==> src/rtl/uart_pkg.sv <==
// Shared UART definitions: receiver state encoding, oversample sample positions and
// tick-accumulator sizing, common to the RX and TX oversampling engines.
`timescale 1ns/1ps
package uart_pkg;

    typedef enum logic [2:0] {
        IDLE,
        START,
        DATA,
        PARITY,
        STOP,
        BRK_WAIT
    } rx_state_t;

    // The three majority-vote samples straddle mid-bit; the decision lands on the last one.
    function automatic int samp_lo(input int os);
        return os / 2 - 1;
    endfunction

    function automatic int samp_mid(input int os);
        return os / 2;
    endfunction

    function automatic int samp_hi(input int os);
        return os / 2 + 1;
    endfunction

    function automatic int acc_width(input int clk_hz, input int inc);
        return $clog2(clk_hz + inc) + 1;
    endfunction

endpackage

==> src/rtl/uart_os_tick.sv <==
// Fractional oversample tick generator: one-cycle o_tick at BAUD*OVERSAMPLE on average,
// with at most one CLK of jitter.
`timescale 1ns/1ps
module uart_os_tick
    import uart_pkg::*;
#(
    parameter int CLK_HZ     = 27000000,
    parameter int BAUD       = 115200,
    parameter int OVERSAMPLE = 16
) (
    input  logic CLK,
    input  logic RST,
    output logic o_tick
);

    localparam int INC = BAUD * OVERSAMPLE;
    localparam int AW  = acc_width(CLK_HZ, INC);
    localparam logic [AW-1:0] INC_W = AW'(INC);
    localparam logic [AW-1:0] CLK_W = AW'(CLK_HZ);

    logic [AW-1:0] acc;
    logic [AW-1:0] sum;

    assign sum = acc + INC_W;

    always_ff @(posedge CLK or negedge RST) begin
        if (!RST) begin
            acc    <= '0;
            o_tick <= 1'b0;
        end else if (sum >= CLK_W) begin
            acc    <= sum - CLK_W;
            o_tick <= 1'b1;
        end else begin
            acc    <= sum;
            o_tick <= 1'b0;
        end
    end

endmodule

==> src/rtl/uart_rx_os.sv <==
// Oversampling UART receiver with majority-vote sampling, frame/break/overrun detection
// and a valid/ready output. Define UART_RX_PARITY_EN to expect and check a parity bit.
`timescale 1ns/1ps
module uart_rx_os
    import uart_pkg::*;
#(
    parameter int CLK_HZ     = 27000000,
    parameter int BAUD       = 115200,
    parameter int OVERSAMPLE = 16,
    parameter int DATA_BITS  = 8,
    parameter int STOP_BITS  = 1,
    parameter int PARITY_ODD = 0
) (
    input  logic                 CLK,
    input  logic                 RST,
    input  logic                 RXD,
    output logic                 o_valid,
    input  logic                 i_ready,
    output logic [DATA_BITS-1:0] o_data,
    output logic                 o_frame_err,
    output logic                 o_par_err,
    output logic                 o_break,
    output logic                 o_overrun,
    output logic                 o_busy
);

    localparam int CW = $clog2(OVERSAMPLE);
    localparam int BW = $clog2(DATA_BITS + 1);
    localparam logic [CW-1:0] S_LO  = CW'(samp_lo(OVERSAMPLE));
    localparam logic [CW-1:0] S_MID = CW'(samp_mid(OVERSAMPLE));
    localparam logic [CW-1:0] S_HI  = CW'(samp_hi(OVERSAMPLE));
    localparam logic [CW-1:0] S_END = CW'(OVERSAMPLE - 1);
    localparam logic [BW-1:0] LAST_BIT  = BW'(DATA_BITS - 1);
    localparam logic          LAST_STOP = 1'(STOP_BITS - 1);
`ifdef UART_RX_PARITY_EN
    localparam logic PAR_ODD = (PARITY_ODD != 0);
`endif

    logic                 rx_meta, rxs;
    logic                 tick;
    rx_state_t            state;
    logic [CW-1:0]        os_cnt;
    logic [1:0]           samp;
    logic                 maj, decide, bit_end;
    logic [DATA_BITS-1:0] shreg;
    logic [BW-1:0]        bit_cnt;
    logic                 stop_cnt;
    logic                 par_bit, par_err_r, fe_r, stop_one, busy;
    logic                 done, done_fe, done_pe, done_brk;
    logic [DATA_BITS-1:0] done_data;

    uart_os_tick #(
        .CLK_HZ     (CLK_HZ),
        .BAUD       (BAUD),
        .OVERSAMPLE (OVERSAMPLE)
    ) u_tick (
        .CLK    (CLK),
        .RST    (RST),
        .o_tick (tick)
    );

    always_ff @(posedge CLK or negedge RST) begin
        if (!RST) begin
            rx_meta <= 1'b1;
            rxs     <= 1'b1;
        end else begin
            rx_meta <= RXD;
            rxs     <= rx_meta;
        end
    end

    assign maj     = (samp[0] & samp[1]) | (samp[0] & rxs) | (samp[1] & rxs);
    assign decide  = tick && (os_cnt == S_HI);
    assign bit_end = tick && (os_cnt == S_END);
    assign o_busy  = busy;

    always_ff @(posedge CLK or negedge RST) begin
        if (!RST) begin
            state     <= IDLE;
            os_cnt    <= '0;
            samp      <= 2'b11;
            shreg     <= '0;
            bit_cnt   <= '0;
            stop_cnt  <= 1'b0;
            par_bit   <= 1'b0;
            par_err_r <= 1'b0;
            fe_r      <= 1'b0;
            stop_one  <= 1'b0;
            busy      <= 1'b0;
            done      <= 1'b0;
            done_data <= '0;
            done_fe   <= 1'b0;
            done_pe   <= 1'b0;
            done_brk  <= 1'b0;
        end else begin
            done <= 1'b0;
            if (tick && os_cnt == S_LO)  samp[0] <= rxs;
            if (tick && os_cnt == S_MID) samp[1] <= rxs;
            if (tick && state != IDLE && state != BRK_WAIT)
                os_cnt <= (os_cnt == S_END) ? '0 : os_cnt + 1'b1;

            case (state)
                IDLE: begin
                    os_cnt <= '0;
                    if (!rxs) begin
                        state     <= START;
                        busy      <= 1'b1;
                        bit_cnt   <= '0;
                        stop_cnt  <= 1'b0;
                        par_bit   <= 1'b0;
                        par_err_r <= 1'b0;
                        fe_r      <= 1'b0;
                        stop_one  <= 1'b0;
                    end
                end
                START: begin
                    // A start bit that votes high was line noise: drop it silently.
                    if (decide && maj) begin
                        state <= IDLE;
                        busy  <= 1'b0;
                    end else if (bit_end) begin
                        state <= DATA;
                    end
                end
                DATA: begin
                    if (decide) shreg <= {maj, shreg[DATA_BITS-1:1]};
                    if (bit_end) begin
                        if (bit_cnt == LAST_BIT) begin
                            bit_cnt <= '0;
`ifdef UART_RX_PARITY_EN
                            state   <= PARITY;
`else
                            state   <= STOP;
`endif
                        end else begin
                            bit_cnt <= bit_cnt + 1'b1;
                        end
                    end
                end
`ifdef UART_RX_PARITY_EN
                PARITY: begin
                    if (decide) begin
                        par_bit   <= maj;
                        par_err_r <= ((^shreg) ^ maj) != PAR_ODD;
                    end
                    if (bit_end) state <= STOP;
                end
`endif
                STOP: begin
                    if (decide) begin
                        if (stop_cnt == LAST_STOP) begin
                            // Finish at mid-stop so a back-to-back start edge is not missed.
                            done      <= 1'b1;
                            done_data <= shreg;
                            done_fe   <= fe_r | ~maj;
                            done_pe   <= par_err_r;
                            done_brk  <= (shreg == '0) && !par_bit && !stop_one && !maj;
                            busy      <= 1'b0;
                            os_cnt    <= '0;
                            if ((shreg == '0) && !par_bit && !stop_one && !maj)
                                state <= BRK_WAIT;
                            else
                                state <= IDLE;
                        end else begin
                            fe_r     <= fe_r | ~maj;
                            stop_one <= stop_one | maj;
                        end
                    end else if (bit_end) begin
                        stop_cnt <= stop_cnt + 1'b1;
                    end
                end
                BRK_WAIT: begin
                    if (!rxs) begin
                        os_cnt <= '0;
                    end else if (tick) begin
                        if (os_cnt == S_END) state <= IDLE;
                        else                 os_cnt <= os_cnt + 1'b1;
                    end
                end
                default: state <= IDLE;
            endcase
        end
    end

    // Output handshake: a word transfers on a cycle where o_valid && i_ready; o_valid and
    // all word fields hold until then. A new word that finds the slot full is dropped and
    // flagged in o_overrun; one arriving on the accept cycle replaces the accepted word.
    always_ff @(posedge CLK or negedge RST) begin
        if (!RST) begin
            o_valid     <= 1'b0;
            o_data      <= '0;
            o_frame_err <= 1'b0;
            o_par_err   <= 1'b0;
            o_break     <= 1'b0;
            o_overrun   <= 1'b0;
        end else begin
            if (o_valid && i_ready) begin
                o_valid   <= 1'b0;
                o_overrun <= 1'b0;
            end
            if (done) begin
                if (o_valid && !i_ready) begin
                    o_overrun <= 1'b1;
                end else begin
                    o_valid     <= 1'b1;
                    o_data      <= done_data;
                    o_frame_err <= done_fe;
                    o_par_err   <= done_pe;
                    o_break     <= done_brk;
                end
            end
        end
    end

endmodule
==> config.mk <==
export PLATFORM = sky130hd
export DESIGN_NAME = uart_rx_os
export DESIGN_NICKNAME = d
export VERILOG_FILES = /design/src/rtl/uart_pkg.sv /design/src/rtl/uart_os_tick.sv /design/src/rtl/uart_rx_os.sv
export SDC_FILE = /design/constraint.sdc
export NUM_CORES = 1
export LEC_CHECK = 0
export ABC_AREA = 1
export ABC_CLOCK_PERIOD_IN_PS = 3140
export BUFFER_PORTS_ARGS = -buffer_cell sky130_fd_sc_hd__buf_4
export CAP_MARGIN = 20
export CORE_MARGIN = 3
export CORE_UTILIZATION = 65
export DETAILED_ROUTE_END_ITERATION = 16
export PLACE_DENSITY_LB_ADDON = 0.08
export REMOVE_ABC_BUFFERS = 1
export SLEW_MARGIN = 20
export SYNTH_ARGS = -nofsm -noshare
export SYNTH_HDL_FRONTEND = slang
export SYNTH_SLANG_ARGS = --single-unit
export TNS_END_PERCENT = 30
==> constraint.sdc <==
create_clock -name CLK -period 3.14 [get_ports CLK]
set_input_delay 0.628 -clock CLK [delete_from_list [all_inputs] [get_ports CLK]]
set_output_delay 0.628 -clock CLK [all_outputs]
set_load 0.01 [all_outputs]
==> impl_metrics.py, run 1 <==
metrics = {
    "timing": {
        "min_period_ns": 2.38,
        "fmax_ghz": 0.420,
        "rsz0062_at_grt": "false",
        "setup_viol": 0,
        "finClkSkew_ns": 0.00647,
        "slew_headroom": 0.417,
        "drv_slew": 0,
        "final_hold_viol_count": 0,
        "worstMarginPinSlew_ns": 0.874,
        "setup_tns_ns": 0,
        "post-route-period-util": 0.758,
    },
    "floorplan": {
        "row_count": 27,
        "die_x_um": 84.5,
        "initial_utilization": 0.697,
        "core_area_um2": 5740,
        "die_area_um2": 7130,
        "fp.dieH_um": 84.5,
        "io_pins": 18,
    },
    "setup_path": {
        "required_ns": 3.42,
        "cpLargestDelayFamily": "simple AND/OR/NAND/NOR gates",
        "critPathMaxStageDelay_ns": 0.45,
        "worst_setup_path_end_kind": "register",
        "path_max_fanout": 32,
        "r2r_slack_ns": 0.76,
        "reg2reg_depth": 14,
        "worstPathArrival_ns": 2.66,
        "crit_type": "register to register",
        "cp_cell_sequence": "ha_1 -> nand2_1 -> inv_2 -> nand2_2 -> nand2_1 -> nor2_1 -> nand2_2 -> nand2_1 -> nand3_1 -> nand2_1 -> nand2_2 -> nand2_4 -> nand2_1 -> o21ai_2",
        "slowest_stage": "dfrtp_1",
        "start_kind": "register",
        "cpMostUsedCell": "nand2_1",
        "r2r_end": "u_tick.acc[10]",
        "path_depth": 14,
        "cp_num_buf_inv": 1,
        "rr_startpoint": "u_tick.acc[13]",
    },
    "clocking": {
        "clk_pin_slew_worst_paths_ns": 0.07,
        "clk_path_buf_depth": 2,
        "cts_buffers": 9,
        "cts_max_level": 3,
        "cts_resized": 0,
        "cts_setup_buffers": 0,
        "clk_latency_ns": 0.35,
        "cts_tree": "yes",
        "cts_root_buf": "clkbuf_8",
        "cts_hold_buf": 0,
        "cts_sinks": 71,
    },
    "routing": {
        "dr.pass1.iters": 5,
        "drc": 0,
        "wl_per_cell_um": 12.5,
        "antenna_left": 0,
        "viasPerCell": 5.42,
        "vias": 3313,
        "dr.first_iter.drc_count": 181,
        "drt-total-wl_mm": 7.64,
    },
    "final_layout": {
        "syn_to_final_growth_pct": 10.0,
        "final_common_cell": "nand2_1",
        "layout_common_cells": "136 x nand2_1, 72 x inv_1, 67 x dfrtp_1",
        "diodes": 0,
        "drive_gt1_frac": 0.178,
        "instances_no_fill": 611,
        "design_area_um2": 4400,
        "fin_nets": 545,
    },
    "synth": {
        "avgSynthCellArea_um2": 7.78,
        "synth_ff_type": "dfrtp_1",
        "synth.distinct_cells": 40,
        "synth_edf_count": 0,
        "syn_inst": 514,
        "syn_area_um2": 4000,
        "synth-seq-area-share": 0.445,
        "ys_warn_count": 0,
        "synth-async-reset-ratio": 1.00,
        "ys_ff_latch": 71,
    },
    "run_status": {
        "outcome": "finished clean",
    },
    "pwr": {
        "ir_drop_uv": 271,
        "p_leak_nw": 2.15,
        "netSwitchingFraction": 0.204,
        "p_sw_mw": 0.367,
        "p_seq_frac": 0.510,
        "power.total_mw": 1.80,
        "power.density_nw_per_um2": 409,
        "share_comb_of_total_power": 0.012,
        "p_int_mw": 1.43,
        "power_frac_clock": 0.479,
    },
    "placed_design": {
        "place.gp.congestion": 0.858,
        "portBuffers": 16,
        "dpl_cell_area_um2": 4160,
        "post-dp-hpwl_mm": 5.44,
        "place_inst": 595,
    },
    "global_routing": {
        "grt_max_degree": 72,
        "grt_pass1_wl_mm": 13.8,
        "grt.overflow.total": 0,
        "antenna_found_initial": 0,
        "groute.usage.overall": 0.239,
        "grt_pass1_vias": 3108,
    },
    "worst_hold_path": {
        "hp-class": "register to register",
        "hold_path_startpoint": "rx_meta",
        "hold_depth": 0,
        "min_to": "rxs",
    },
    "job": {
        "max_cap_viol_count": 0,
    },
}
==> metal layers <==
layer	part of all wire	vias up	routed length, µm	GRT usage
li1	-	1663	-	-
met1	0.45	1543	3470	0.312
met2	0.47	90	3610	0.387
met3	0.049	17	372	0.0373
met4	0.025	0	193	0.121
met5	0	-	0	0
==> power groups by stage <==
stage                     Combinational [mW]  Sequential [mW]  Clock, mW
final                                 0.0211            0.917      0.861
after global routing                  0.0253            0.917      0.912
after CTS                             0.0224            0.917      0.872
after detailed placement              0.0224            0.935          0
after global placement                0.0221            0.935          0
after floorplan                      0.00106            0.935          0
==> cell type report <==
| type | count | area (µm²) |
|---|---|---|
| repair buffers | 18 | 135 |
| flip-flops and latches | 71 | 1780 |
| fillers | 402 | 1340 |
| multi-input cells | 357 | 1860 |
| clock inverters | 4 | 76.3 |
| inverters | 77 | 289 |
| clock buffers | 12 | 165 |
| well taps | 72 | 90.1 |
==> cell usage after synthesis (5+ instances only) <==
cell type,instances,area (µm²)
dfrtp_1,67,1680
a21oi_1,9,45.0
nand2_2,23,144
o21ai_2,12,105
nor2_2,6,37.5
inv_1,72,270
xor2_1,11,96.3
nor2_1,31,116
ha_1,7,87.6
nand2_1,136,510
inv_2,5,18.8
nand3_1,39,195
o21ai_0,47,235
==> kinds of logic (layout without fill, tap and decap cells) <==
group           count (synthesis)  in the layout  share of synthesized area
compound gates                 81             81                      0.120
xor+xnor                       15             15                     0.0328
fa+ha+maj                       7              7                     0.0219
buf+inv                        86            111                     0.0901
flops                          71             71                      0.445
mux                             1              1                    0.00281
other cells                     1              1                   0.000937
simple gates                  252            252                      0.286
==> state kept, by name, indices dropped and copies added (netlist names), 2 cells and up <==
register and cells:
bit_cnt 4, done_data 8, o_data 8, os_cnt 4, samp 2, shreg 8, state 3, u_tick.acc 20
==> worst max-delay path by stage <==
stage | start | slack (ns) | endpoint
after CTS | u_tick.acc[13] | 0.77 | u_tick.acc[10]
after floorplan | u_tick.acc[13] | 1.04 | u_tick.acc[10]
final | u_tick.acc[13] | 0.76 | u_tick.acc[10]
after global routing | u_tick.acc[13] | 0.49 | u_tick.acc[8]
after detailed placement | u_tick.acc[13] | 0.79 | u_tick.acc[10]
after global placement | u_tick.acc[13] | 0.87 | u_tick.acc[8]
==> through the flow <==
stage / hold slack (ns) / setup slack, ns / util
6_report: 0.357 / 0.760 / 0.766
3_3_place_gp: 0.346 / 0.870 / 0.724
3_5_place_dp: 0.347 / 0.785 / 0.724
4_1_cts: 0.357 / 0.765 / 0.766
2_1_floorplan: 0.332 / 1.04 / -
5_1_grt: 0.366 / 0.491 / 0.766
(Power assumes the default switching activity.)
==> run 2: changes to the inputs <==
Settings changed: ABC_AREA 1 to 0, ABC_CLOCK_PERIOD_IN_PS 3140 to 2100, CORE_UTILIZATION 65 to 55.
Clock period 3.14 ns to 2.1 ns, I/O delays scaled along.
==> impl_metrics.py, run 2 <==
metrics = {
    "run_status": {
        "outcome": "finished with violations",
        "violations": "setup timing",
    },
    "clocking": {
        "cts_root_buf": "clkbuf_8",
        "cts_hold_buf": 0,
        "clk_pin_slew_worst_paths_ns": 0.08,
        "cts_tree": "yes",
        "clk_latency_ns": 0.34,
        "clk_path_buf_depth": 2,
        "cts_sinks": 71,
        "cts_max_level": 3,
        "cts_buffers": 9,
    },
    "synth": {
        "synth_mux_area_frac": 0.0850,
        "ys_top_cells_by_area": "dfrtp_1 45%, mux2_2 7.9%, o21ai_0 3.1%, xnor2_1 3.1%, dfstp_2 2.8%",
        "synth_ff_type": "dfrtp_1",
        "synth_top_area_share": 0.454,
        "synth.distinct_cells": 67,
        "synth-async-reset-ratio": 1.00,
        "avgSynthCellArea_um2": 10.6,
        "yosys.area_share.simple": 0.164,
        "synth_edf_count": 0,
        "syn_area_um2": 3700,
        "ys_ff_latch": 71,
        "synth_top_family_by_area": "simple AND/OR/NAND/NOR gates",
        "ys_warn_count": 0,
        "yosys.area_share.adder": 0.0264,
        "synthTopCellsByCount": "67 x dfrtp_1, 26 x mux2_2, 26 x nand2_1",
        "synth_top_cell_by_area": "dfrtp_1",
        "syn_inst": 348,
        "synthXorXnorAreaFrac": 0.0613,
        "synth_most_common_cell": "dfrtp_1",
        "synth-seq-area-share": 0.482,
        "synth-compound-area-share": 0.145,
    },
    "timing": {
        "min_period_ns": 2.26,
        "finClkSkew_ns": 0.00975,
        "post-route-period-util": 1.08,
        "setup_viol": 19,
        "final_hold_viol_count": 0,
        "drv_slew": 0,
        "rsz0062_at_grt": "true",
        "fmax_ghz": 0.442,
        "layout_setup_ws_ns": -0.161,
    },
    "routing": {
        "wl_per_cell_um": 15.2,
        "viasPerCell": 5.64,
        "drc": 0,
        "vias": 2781,
        "drt-total-wl_mm": 7.49,
        "dr.pass1.iters": 4,
        "antenna_left": 0,
        "dr.first_iter.drc_count": 123,
    },
    "setup_path": {
        "critPathMaxStageDelay_ns": 0.45,
        "start_kind": "register",
        "rr_startpoint": "u_tick.acc[19]",
        "worst_setup_path_end_kind": "register",
        "path_max_fanout": 12,
        "reg2reg_depth": 9,
        "slowest_stage": "or3_4",
        "cp_num_buf_inv": 2,
        "r2r_slack_ns": -0.16,
        "path_depth": 9,
        "cpLargestDelayFamily": "compound AO/OA/AOI/OAI gates",
        "worstPathArrival_ns": 2.51,
        "crit_start": "u_tick.acc[19]",
        "cp_cell_sequence": "or3_4 -> a31o_1 -> a311oi_2 -> nand2b_4 -> o21bai_4 -> buf_12 -> buf_4 -> a21oi_2 -> xnor2_1",
        "crit_end": "u_tick.acc[19]",
        "r2r_end": "u_tick.acc[19]",
        "required_ns": 2.35,
        "crit_type": "register to register",
    },
    "placed_design": {
        "place_ws_ns": -0.259,
        "place_inst": 471,
        "portBuffers": 16,
        "post-dp-hpwl_mm": 5.12,
        "dpl_cell_area_um2": 4200,
        "place.gp.congestion": 0.831,
    },
    "floorplan": {
        "io_pins": 18,
        "fp.dieH_um": 88.0,
        "row_count": 29,
        "die_x_um": 88.0,
        "core_area_um2": 6420,
        "die_area_um2": 7740,
        "initial_utilization": 0.575,
    },
    "global_routing": {
        "grt_pass1_vias": 2843,
        "antenna_found_initial": 0,
        "grt_max_degree": 72,
        "grt_pass1_wl_mm": 12.8,
        "grt.overflow.total": 0,
        "groute.usage.overall": 0.210,
    },
    "final_layout": {
        "fin_nets": 422,
        "drive_gt1_frac": 0.382,
        "nFillCells": 477,
        "diodes": 0,
        "layout_common_cells": "66 x buf_4, 64 x dfrtp_1, 26 x nand2_1, 26 x mux2_2, 23 x o21ai_0",
        "syn_to_final_growth_pct": 23.2,
        "seqCellArea_um2": 1790,
        "multi_input_area_um2": 1910,
        "design_area_um2": 4550,
        "final_common_cell": "buf_4",
        "fin_util": 0.709,
        "regMostFlops": "u_tick.acc",
        "instances_no_fill": 493,
        "largest_reg_flops": 20,
    },
    "pwr": {
        "share_comb_of_total_power": 0.016,
        "p_seq_frac": 0.580,
        "netSwitchingFraction": 0.234,
        "power.total_mw": 2.37,
        "power.density_nw_per_um2": 519,
        "power_frac_clock": 0.404,
        "ir_drop_uv": 282,
        "p_sw_mw": 0.552,
        "p_int_mw": 1.81,
        "p_leak_nw": 2.04,
    },
    "worst_hold_path": {
        "hp-class": "primary input to async pin",
    },
    "job": {
        "max_cap_viol_count": 0,
    },
}
==> run 2: layer usage <==
metal	wire length [µm]	track usage	part of all wire
met4	55	0.0697	0.0073
met2	3810	0.352	0.51
met1	3370	0.264	0.45
met5	0	0	0
met3	249	0.0536	0.033
==> run 2: cell families (layout without fill, tap and decap cells) <==
kind of cell             after synthesis  count (layout)
adder cells (fa/ha/maj)                8               8
AND/OR/NAND/NOR                      112             112
multiplexers                          28              28
other                                  1               1
flip-flops                            71              71
XOR/XNOR                              25              25
buffers and inverters                 27              95
AO/OA/AOI/OAI                         76              76
==> run 2: metrics by stage <==
step | hold WS (ns) | TNS [ns]
after floorplan | 0.124 | -4.28
after global placement | 0.347 | -3.12
after detailed placement | 0.348 | -3.72
after CTS | 0.0815 | -1.31
after global routing | 0.0767 | -4.11
final | 0.0664 | -1.83
==> run 2: how the worst min path moves through the flow <==
stage / slack, ns / cells past startpoint / to
2_1_floorplan: 0.12 / 0 / bit_cnt[0]
3_3_place_gp: 0.35 / 0 / rxs
3_5_place_dp: 0.35 / 0 / rxs
4_1_cts: 0.08 / 2 / o_data[3]
5_1_grt: 0.08 / 2 / o_valid
6_report: 0.07 / 2 / o_data[7]
==> run 2: cell type report <==
class                           instances  area share
Multi-Input combinational cell        250       0.419
Sequential cell                        71       0.392
Timing Repair Buffer                   70       0.123
Clock buffer                           10      0.0280
Tap cell                               77      0.0212
Clock inverter                          6     0.00989
Inverter                                9     0.00742
==> run 2: worst reg2reg max path, delay by kind of cell, from the launching register on <==
family | cells | cell delay, ns
AOI/OAI and AO/OA | 4 | 0.73
xor gates and xnor gates | 1 | 0.14
buffers and inverters | 2 | 0.28
DFF | 1 | 0.37
and+or+nand+nor | 2 | 0.65
==> run 2: repair_timing <==
action / CTS / global route
resized for setup: 18 / 13
setup endpoints to repair: 21 / 33
pin swaps: 15 / 4
setup buffers: 5 / 1
==> run 2: power groups by stage <==
stage               logic, mW  registers, mW  clock network, mW
detailed placement     0.0399           1.40                  0
global route           0.0444           1.37               1.05
floorplan             0.00279           1.40                  0
CTS                    0.0397           1.37              0.996
global placement       0.0394           1.40                  0
finish                 0.0370           1.37              0.956
==> run 3: changes to the inputs <==
Settings changed: PLACE_DENSITY from default to 0.75, PLACE_DENSITY_LB_ADDON 0.08 to default.
==> impl_metrics.py, run 3 (synthesis gave the netlist of run 2 again) <==
metrics = {
    "run_status": {
        "outcome": "finished with violations",
        "violations": "setup timing",
    },
    "clocking": {
        "clk_latency_ns": 0.34,
        "cts_max_level": 3,
        "cts_tree": "yes",
        "cts_root_buf": "clkbuf_8",
        "cts_sinks": 71,
        "clk_path_buf_depth": 2,
        "cts_buffers": 9,
        "cts_hold_buf": 0,
        "clk_pin_slew_worst_paths_ns": 0.08,
    },
    "final_layout": {
        "layout_common_cells": "66 x dfrtp_1, 65 x buf_4, 26 x nand2_1, 26 x mux2_2, 22 x o21ai_0",
        "fin_nets": 425,
        "drive_gt1_frac": 0.391,
        "largest_reg_flops": 20,
        "regMostFlops": "u_tick.acc",
        "syn_to_final_growth_pct": 25.6,
        "final_common_cell": "dfrtp_1",
        "fin_util": 0.723,
        "instances_no_fill": 496,
        "diodes": 0,
    },
    "global_routing": {
        "grtUsageMet3": 0.0348,
        "grt_util_met2": 0.371,
        "grt_pass1_vias": 2834,
        "groute.usage.overall": 0.218,
        "antenna_found_initial": 0,
        "gr-max-usage-layer": "met2",
        "grt_pass1_wl_mm": 13.1,
        "grt.overflow.total": 0,
        "grt_max_degree": 39,
        "use_met1": 0.269,
    },
    "timing": {
        "post-route-period-util": 1.09,
        "final_hold_viol_count": 0,
        "drv_slew": 0,
        "rsz0062_at_grt": "true",
        "min_period_ns": 2.29,
        "layout_setup_ws_ns": -0.194,
        "fmax_ghz": 0.436,
        "setup_tns_ns": -2.93,
        "finClkSkew_ns": 0.00699,
        "setup_viol": 21,
    },
    "pwr": {
        "power.total_mw": 2.34,
        "p_leak_nw": 2.08,
        "share_comb_of_total_power": 0.016,
        "ir_drop_uv": 404,
        "p_sw_mw": 0.542,
        "netSwitchingFraction": 0.232,
        "power_frac_clock": 0.398,
        "p_int_mw": 1.80,
        "power.density_nw_per_um2": 505,
        "p_seq_frac": 0.586,
    },
    "routing": {
        "wl_per_cell_um": 16.4,
        "dr.pass1.iters": 4,
        "drc": 0,
        "antenna_left": 0,
        "vias": 2925,
        "drt-total-wl_mm": 8.15,
        "viasPerCell": 5.90,
        "dr.first_iter.drc_count": 138,
    },
    "placed_design": {
        "portBuffers": 16,
        "place.gp.congestion": 0.930,
        "post-dp-hpwl_mm": 5.09,
        "place_ws_ns": -0.306,
        "place_inst": 471,
    },
    "setup_path": {
        "worst_setup_path_end_kind": "register",
        "crit_type": "register to register",
        "required_ns": 2.32,
        "worstPathArrival_ns": 2.52,
        "path_max_fanout": 5,
        "start_kind": "register",
    },
    "floorplan": {
        "die_area_um2": 7740,
        "die_x_um": 88.0,
        "core_area_um2": 6420,
        "row_count": 29,
        "fp.dieH_um": 88.0,
        "io_pins": 18,
        "initial_utilization": 0.575,
    },
    "worst_hold_path": {
        "hp-class": "primary input to async pin",
    },
    "job": {
        "max_cap_viol_count": 0,
    },
}
[run 3: critical path, cell delays in order (launching register included)]
cell,delay [ns]
dfrtp_1,0.39
or3_4,0.43
buf_4,0.16
a2111oi_4,0.29
a311oi_2,0.09
nand2b_4,0.19
o21bai_2,0.28
mux2_1,0.35
[run 3: area by class of cell]
class	instances	area, µm²
Clock buffer	10	128
Clock inverter	6	37.5
Fill cell	429	1780
Inverter	9	33.8
Multi-Input combinational cell	251	1980
Sequential cell	71	1780
Tap cell	77	96.3
Timing Repair Buffer	72	584
[run 3: through the flow]
stage | instance area, µm² | hold slack, ns
floorplan | 3600 | 0.124
global placement | 4190 | 0.345
detailed placement | 4190 | 0.347
CTS | 4510 | 0.0455
global route | 4640 | 0.0668
finish | 4640 | 0.0344
[run 3: final timing paths]
kind / slack, ns / depth (start not counted) / end / from
setup / recovery: -0.19 / 7 / u_tick.acc[7] / u_tick.acc[18]
hold / removal: 0.03 / 1 / o_valid / RST
setup reg to reg: -0.19 / 7 / u_tick.acc[7] / u_tick.acc[18]
hold reg to reg: 0.35 / 0 / rxs / rx_meta
max in group asynchronous: 1.45 / 2 / samp[1] / RST
min in group CLK: 0.18 / 1 / rx_meta / RXD
[run 3: routing by layer]
| metal | routed length, µm | vias to the layer above |
|---|---|---|
| li1 | - | 1375 |
| met1 | 3440 | 1450 |
| met2 | 4180 | 81 |
| met3 | 324 | 19 |
| met4 | 203 | 0 |
| met5 | 0 | - |
[run 3: what timing repair did]
item | CTS | global route
resized for setup | 22 | 20
endpoints found under the setup margin | 21 | 33
endpoints found under the hold margin | 0 | 0
pin swaps | 9 | 10
cloned | 1 | 0
setup buffers | 6 | 2
[run 3: power by group through the flow]
stage	Sequential (mW)	Clock, mW	Combinational, mW
floorplan	1.40	0	0.00279
global placement	1.40	0	0.0386
detailed placement	1.40	0	0.0402
CTS	1.37	0.956	0.0402
global route	1.37	1.02	0.0442
finish	1.37	0.933	0.0375
